==> src/rtl/adsr_env.sv <==
// ADSR envelope generator: prescaled tick, gate-edge FSM, saturating 16-bit level.
// Optional ADSR_EXP_DECAY_EN adds level>>6 to the decay/release decrement.
module adsr_env #(
    parameter int TICK_DIV = 256,
    parameter int LVL_W    = 16
) (
    input  logic             clk,
    input  logic             rst,
    input  logic [7:0]       adsr_ai,
    input  logic [7:0]       adsr_di,
    input  logic [7:0]       adsr_s,
    input  logic [7:0]       adsr_ri,
    input  logic             trig,
    input  logic             mute,
    output logic [7:0]       env_out,
    output logic [2:0]       env_state,
    output logic             env_active
);

    typedef enum logic [2:0] {
        S_IDLE    = 3'd0,
        S_ATTACK  = 3'd1,
        S_DECAY   = 3'd2,
        S_SUSTAIN = 3'd3,
        S_RELEASE = 3'd4
    } state_t;

    localparam int CW = (TICK_DIV > 1) ? $clog2(TICK_DIV) : 1;
    localparam logic [CW-1:0] CNT_MAX = CW'(TICK_DIV - 1);
    localparam logic [LVL_W-1:0] LVL_MAX = '1;

    state_t           state_q, state_d;
    logic [CW-1:0]    cnt_q, cnt_d;
    logic [LVL_W-1:0] level_q, level_d;
    logic             gate_q;

    logic             tick, rise, fall;
    logic [LVL_W-1:0] step_a, step_d, step_r, tgt;
    logic [LVL_W:0]   sum_a, dec_d, dec_r;
    logic             atk_hit, dec_hit, rel_hit;

    assign tick  = (cnt_q == CNT_MAX);
    assign cnt_d = tick ? '0 : cnt_q + 1'b1;
    assign rise  = trig & ~gate_q;
    assign fall  = ~trig & gate_q;

    always_comb begin
        step_a = {4'b0, adsr_ai, 4'b0};
        step_d = {4'b0, adsr_di, 4'b0};
        step_r = {4'b0, adsr_ri, 4'b0};
        tgt    = {adsr_s, adsr_s};
        sum_a  = {1'b0, level_q} + {1'b0, step_a};
`ifdef ADSR_EXP_DECAY_EN
        dec_d  = {1'b0, step_d} + {7'b0, level_q[15:6]};
        dec_r  = {1'b0, step_r} + {7'b0, level_q[15:6]};
`else
        dec_d  = {1'b0, step_d};
        dec_r  = {1'b0, step_r};
`endif
        atk_hit = (adsr_ai == 8'd0) || (sum_a >= {1'b0, LVL_MAX});
        // level - dec <= T rewritten as level <= dec + T to avoid underflow
        dec_hit = (adsr_di == 8'd0)
               || ({2'b0, level_q} <= ({1'b0, dec_d} + {2'b0, tgt}));
        rel_hit = (adsr_ri == 8'd0) || ({1'b0, level_q} <= dec_r);
    end

    always_comb begin
        state_d = state_q;
        level_d = level_q;
        if (rise) begin
            state_d = S_ATTACK;
        end else if (fall) begin
            if (state_q == S_ATTACK || state_q == S_DECAY
                || state_q == S_SUSTAIN)
                state_d = S_RELEASE;
        end else if (tick) begin
            unique case (state_q)
                S_ATTACK: begin
                    if (atk_hit) begin
                        level_d = LVL_MAX;
                        state_d = S_DECAY;
                    end else begin
                        level_d = sum_a[LVL_W-1:0];
                    end
                end
                S_DECAY: begin
                    if (dec_hit) begin
                        level_d = tgt;
                        state_d = S_SUSTAIN;
                    end else begin
                        level_d = level_q - dec_d[LVL_W-1:0];
                    end
                end
                S_SUSTAIN: level_d = tgt;
                S_RELEASE: begin
                    if (rel_hit) begin
                        level_d = '0;
                        state_d = S_IDLE;
                    end else begin
                        level_d = level_q - dec_r[LVL_W-1:0];
                    end
                end
                default: level_d = level_q;
            endcase
        end
    end

    always_ff @(posedge clk) begin
        if (rst) begin
            cnt_q      <= '0;
            gate_q     <= 1'b0;
            level_q    <= '0;
            state_q    <= S_IDLE;
            env_out    <= 8'h00;
            env_state  <= 3'd0;
            env_active <= 1'b0;
        end else begin
            cnt_q      <= cnt_d;
            gate_q     <= trig;
            level_q    <= level_d;
            state_q    <= state_d;
            env_out    <= mute ? 8'h00 : level_q[LVL_W-1:LVL_W-8];
            env_state  <= state_d;
            env_active <= (state_d != S_IDLE);
        end
    end

endmodule

==> config.mk <==
export PLATFORM = sky130hd
export DESIGN_NAME = adsr_env
export DESIGN_NICKNAME = d
export VERILOG_FILES = /design/src/rtl/adsr_env.sv
export SDC_FILE = /design/constraint.sdc
export NUM_CORES = 1
export LEC_CHECK = 0
export ABC_AREA = 1
export CAP_MARGIN = 15
export CORE_MARGIN = 5
export CORE_UTILIZATION = 53
export DETAILED_ROUTE_END_ITERATION = 8
export MAX_ROUTING_LAYER = met4
export PLACE_DENSITY = 0.79
export SYNTH_ARGS = -nofsm -noshare
export SYNTH_HDL_FRONTEND = slang
export SYNTH_SLANG_ARGS = --single-unit
==> constraint.sdc <==
create_clock -name clk -period 3.4 [get_ports clk]
set_input_delay 0.51 -clock clk [delete_from_list [all_inputs] [get_ports clk]]
set_output_delay 0.51 -clock clk [all_outputs]
set_load 0.02 [all_outputs]
Word-level counts from Yosys, hierarchy flattened --
Index checks and enable logic that the tools add are counted.
Word-level totals: register bits 37, output and inout bits 12
Operators by class: add/subtract/negate cells 5, magnitude comparators 3, equal/unequal tests 5, muxes and demuxes 12, bitwise logic cells 6, reductions and logical operators 13
Operator list (count):
- one-hot mux 16 bit (4 select lines) | 1
- two-way mux 16 bit | 3
- subtractor 16 x 12 -> 16 bit | 2
- logical NOT 8 bit | 3
- two-way mux 3 bit | 7
- adder 12 x 16 -> 17 bit | 1
- adder 16 x 12 -> 17 bit | 1
- greater-or-equal comparator 17 x 16 -> 1 bit, second input constant | 1
- <= comparator 16 x 17 -> 1 bit | 1
- <= comparator 16 x 12 -> 1 bit | 1
- one-hot mux 3 bit (3 select lines) | 1
- adder 8 x 1 -> 8 bit, second input constant | 1
- == test 8 bit, second input constant | 1
- == test 3 x 2 -> 1 bit, second input constant | 2
- logical OR 1 bit | 5
- NOT 1 bit | 4
- AND reduction 4 bit | 1
- nonzero test 4 bit | 1
- OR reduction 2 bit | 2
- == test 3 x 1 -> 1 bit, second input constant | 1
- == test 3 bit, second input constant | 1
- nonzero test 3 bit | 1
- AND 1 bit | 2

Logic depth before layout (Yosys ltp) --
word-level depth 9, gate-level depth with buffers 26

Worst setup path after synthesis --
No wires, ideal clock.
path kind input port to flip-flop, from input adsr_di[2], to register level_q[1], setup time 67 ps, arrival time 3222 ps, slack 110 ps, stages on the path 22, buffers on the path 1, path through ha_1 a21o_1 a31oi_1 o21ai_0 nand2_1 nand2_1 nand2_1 nand2_1 nand2_1 a21oi_1 nand3_1 xor2_1 ha_1 nand4_1 nor3_1 a21oi_1 and2_4 nand2_1 buf_4 o211ai_2 nand2_1 a21oi_2
Between the ends: word-level cells in the longest chain between the ends 5
Ends and longest elaborated chain:
- start, declared | line 10 | input logic [7:0] adsr_di,
- adder 12 x 16 -> 17 bit | line 63 | || ({2'b0, level_q} <= ({1'b0, dec_d} + {2'b0, tgt}));
- <= comparator 16 x 17 -> 1 bit | line 63
- logical OR 1 bit * | line 63
- two-way mux 16 bit * | line 87 | if (dec_hit) begin
- one-hot mux 16 bit (4 select lines) * | line 77 | unique case (state_q)
- end signal, assigned | line 120 | level_q <= level_d;
- end, declared | line 34 | logic [LVL_W-1:0] level_q, level_d;
Mark *: on every way between the ends. The rest lies on a longest branch, timed or not. A chain may end at the register's enable or synchronous reset.

Worst setup path in the final report --
from input adsr_di[7], to register level_q[3]
Same word-level chain as after synthesis.

==> results_dict.tcl <==
set metrics [dict create \
    status "complete, no violations" \
    slew_violations 0 \
    p_per_area_nw_per_um2 196 \
    drt-initial-drc-count 344 \
    overflow 0 \
    grt_use_met2_pct 47.7 \
    critPathLaunchType "primary input" \
    final-seq-area_um2 741 \
    dp_slack_ns -0.770 \
    syn_area_um2 4460 \
    synth.yosys.warnings 0 \
    tns_ns 0 \
    antenna_cells 0 \
    hold_viol 0 \
    vias 5068 \
    final_common_cell "nand2_1" \
    grt_pass1_wl_um 23100 \
    cts_buffers 5 \
    final_nets 907 \
    holdWs_ns 0.481 \
    synth_cell_type_count 46 \
    synthFlopType "dfxtp_1" \
    grt_most_used_layer "met2" \
    skew_ns 0.0103 \
    wl_per_cell_um 16.2 \
    period_share_pct 99.2 \
    synthCells 715 \
    grt_setup_unrepaired "yes" \
    netlist.area_leader.share_pct 16.6 \
    finalSetupViolCount 0 \
    synth_edf_count 0 \
    cts_tree "built" \
    critPathMaxStageDelay_ns 0.53 \
    ir_worst_vdd_uv 178 \
    tightest_slew_ns 0.571 \
    leakage_nw 2.94 \
    end_kind "register" \
    fin_crit_ns 3.37 \
    p_total_mw 1.13 \
    hold_buffers 0 \
    required_ns 3.63 \
    hold_class "register to register" \
    worst_slack_ns 0.0267 \
    critical_path_class "primary input to register" \
    die_x_um 102 \
    synthArstFlopShare_pct 0 \
    path_max_fanout 8 \
    syn-num-nets 806 \
    max_freq_mhz 296 \
    r2r-start "level_q[4]$_SDFFE_PP0P_" \
    final_cell_mix "nand2_1 (180), inv_1 (115), nand3_1 (66), buf_4 (54), a21oi_1 (46)" \
    endpoint "level_q[3]$_SDFFE_PP0P_" \
    ys_ff_latch 37 \
    placed_cell_area_um2 5390 \
    die_area_um2 10300 \
    portBuffers 47 \
    cts_max_level 2 \
    relSlewSlack_pct 61.6 \
    die_h_um 102 \
    yosys-top-cells-area "dfxtp_1 (17%), nand2_1 (16%), ha_1 (14%), inv_1 (10%), nand3_1 (8.1%)" \
    clkLatencyLatePin_ns 0.29 \
    critical-path-slowest-cell "clkdlybuf4s50_1" \
    rows 33 \
    regToRegSetupSlack_ns 0.37 \
    multi_input_area_um2 3420 \
    drc_errors 0 \
    critPathMostFrequentCell "nand2_1" \
    crit_arrival_ns 3.60 \
    drt-total-wl_um 14900 \
    first_pass_iters 5 \
    gr-usage-all-layers_pct 29.1 \
    clock_sinks 37 \
    cts_root_buf "clkbuf_8" \
    drv_cap 0 \
    io_pins 48 \
    finalNonFillerCells 922 \
    antenna_left 0 \
    yosysSeqAreaShare_pct 16.6 \
    critPathLaunch "adsr_di[7]" \
    syn_area_per_cell_um2 6.24 \
    placed_cells 907 \
    fin_area_um2 5760 \
    place_hpwl_um 11600 \
    grt_max_degree 21 \
    drive_gt1_share_pct 19.7 \
    r2r-end "env_active$_SDFF_PP0_" \
    antenna_found_initial 0 \
    clk_pin_slew_ns 0.08 \
    crit_chain "clkdlybuf4s50_1 > ha_4 > inv_1 > o21ai_1 > nor2_2 > nand2_1 > xor2_1 > ha_1 > nand4_1 > inv_1 > a21oi_2 > nand3_1 > nand2_1 > nand2_1 > nand2_1 > nand2_2 > nand2_4 > buf_6 > o211ai_4 > nand2_1 > a21oi_1" \
    num-fill-cells 715 \
    clk_path_buf_depth 2 \
    syn2layout_area_growth_pct 29.2 \
    avgViaCountPerCell 5.50 \
    met3_usage_pct 4.61 \
    core_area_um2 8220 \
    globalRouteMet1Util_pct 35.9 \
    post-synth-top-area-cell "dfxtp_1" \
    start_util_pct 54.3 \
    r2r_cells 17 \
    final_core_util_pct 70.1 \
    grt_pass1_vias 4949 \
    place.gp.congestion 0.950 \
]
cells in the mapped netlist, types with 2 or more instances:
library cell  number
a21oi_1           53
nor2_4             4
buf_4              4
o21ai_1            2
nand3_2            3
o21bai_1           5
nand2_2            8
o21ai_0           12
xor2_1            19
fa_1               4
clkbuf_1           6
nand4_1           12
inv_2              7
nor3_1             6
nor3_2             3
a21oi_2            4
inv_1            119
a31oi_1            5
nor2_2             4
xnor2_1            7
nand3b_1           3
nand2_1          192
nor4_1             7
nand3_4            2
nand3_1           72
nor3b_1            2
nor2_1            45
ha_1              51
dfxtp_1           37
critical path, delay by kind of cell:
family,cells,cell delay (ns)
adder cells (fa/ha/maj),2,0.55
XOR/XNOR,1,0.16
AO/OA/AOI/OAI,4,0.53
AND/OR/NAND/NOR,10,0.94
buffers and inverters,4,0.90
where the power goes:
| group | switching (mW) | internal [mW] |
|---|---|---|
| Clock | 0.159 | 0.142 |
| Combinational | 0.206 | 0.180 |
| Sequential | 0.00496 | 0.439 |
worst min-delay path by stage:
stage	depth (start not counted)	startpoint	slack, ns	endpoint
6_report	1	cnt_q[6]$_SDFF_PP0_	0.48	cnt_q[6]$_SDFF_PP0_
3_5_place_dp	1	cnt_q[0]$_SDFF_PP0_	0.45	cnt_q[0]$_SDFF_PP0_
2_1_floorplan	1	cnt_q[0]$_SDFF_PP0_	0.42	cnt_q[0]$_SDFF_PP0_
3_3_place_gp	1	cnt_q[0]$_SDFF_PP0_	0.43	cnt_q[0]$_SDFF_PP0_
4_1_cts	1	cnt_q[6]$_SDFF_PP0_	0.48	cnt_q[6]$_SDFF_PP0_
5_1_grt	1	cnt_q[0]$_SDFF_PP0_	0.52	cnt_q[0]$_SDFF_PP0_
cell type report:
class	instances	area share, %
inverter	128	8.38
clock buffer	6	1.26
timing repair buffer	105	15.7
sequential	37	12.9
clock inverter	2	0.174
tap	105	2.28
multi-input combinational	539	59.4
routing by layer:
metal,up-vias,part of all wire (%)
li1,2505,-
met1,2282,41
met2,229,46
met3,52,7.9
met4,0,4.5
met5,-,0
state kept, by name, indices dropped and copies added (netlist names):
name and cells:
level_q 16, cnt_q 8, env_out 8, state_q 3, env_active 1, gate_q 1
logic make-up after synthesis:
| family | after synthesis | share of synthesized area (%) |
|---|---|---|
| buffers and inverters | 139 | 12.1 |
| xor gates and xnor gates | 27 | 5.47 |
| and+or+nand+nor | 368 | 38.1 |
| adders and majority gates | 55 | 16.1 |
| DFF | 37 | 16.6 |
| AOI/OAI and AO/OA | 89 | 11.6 |
timing repair:
| item | CTS | global route |
|---|---|---|
| gates resized for setup | 32 | 67 |
| pin swaps | 15 | 45 |
| hold endpoints to repair | 0 | 0 |
| buffers inserted | 2 | 5 |
| endpoints found under the setup margin | 18 | 18 |
Note: power is estimated with default switching activity, not from simulation.
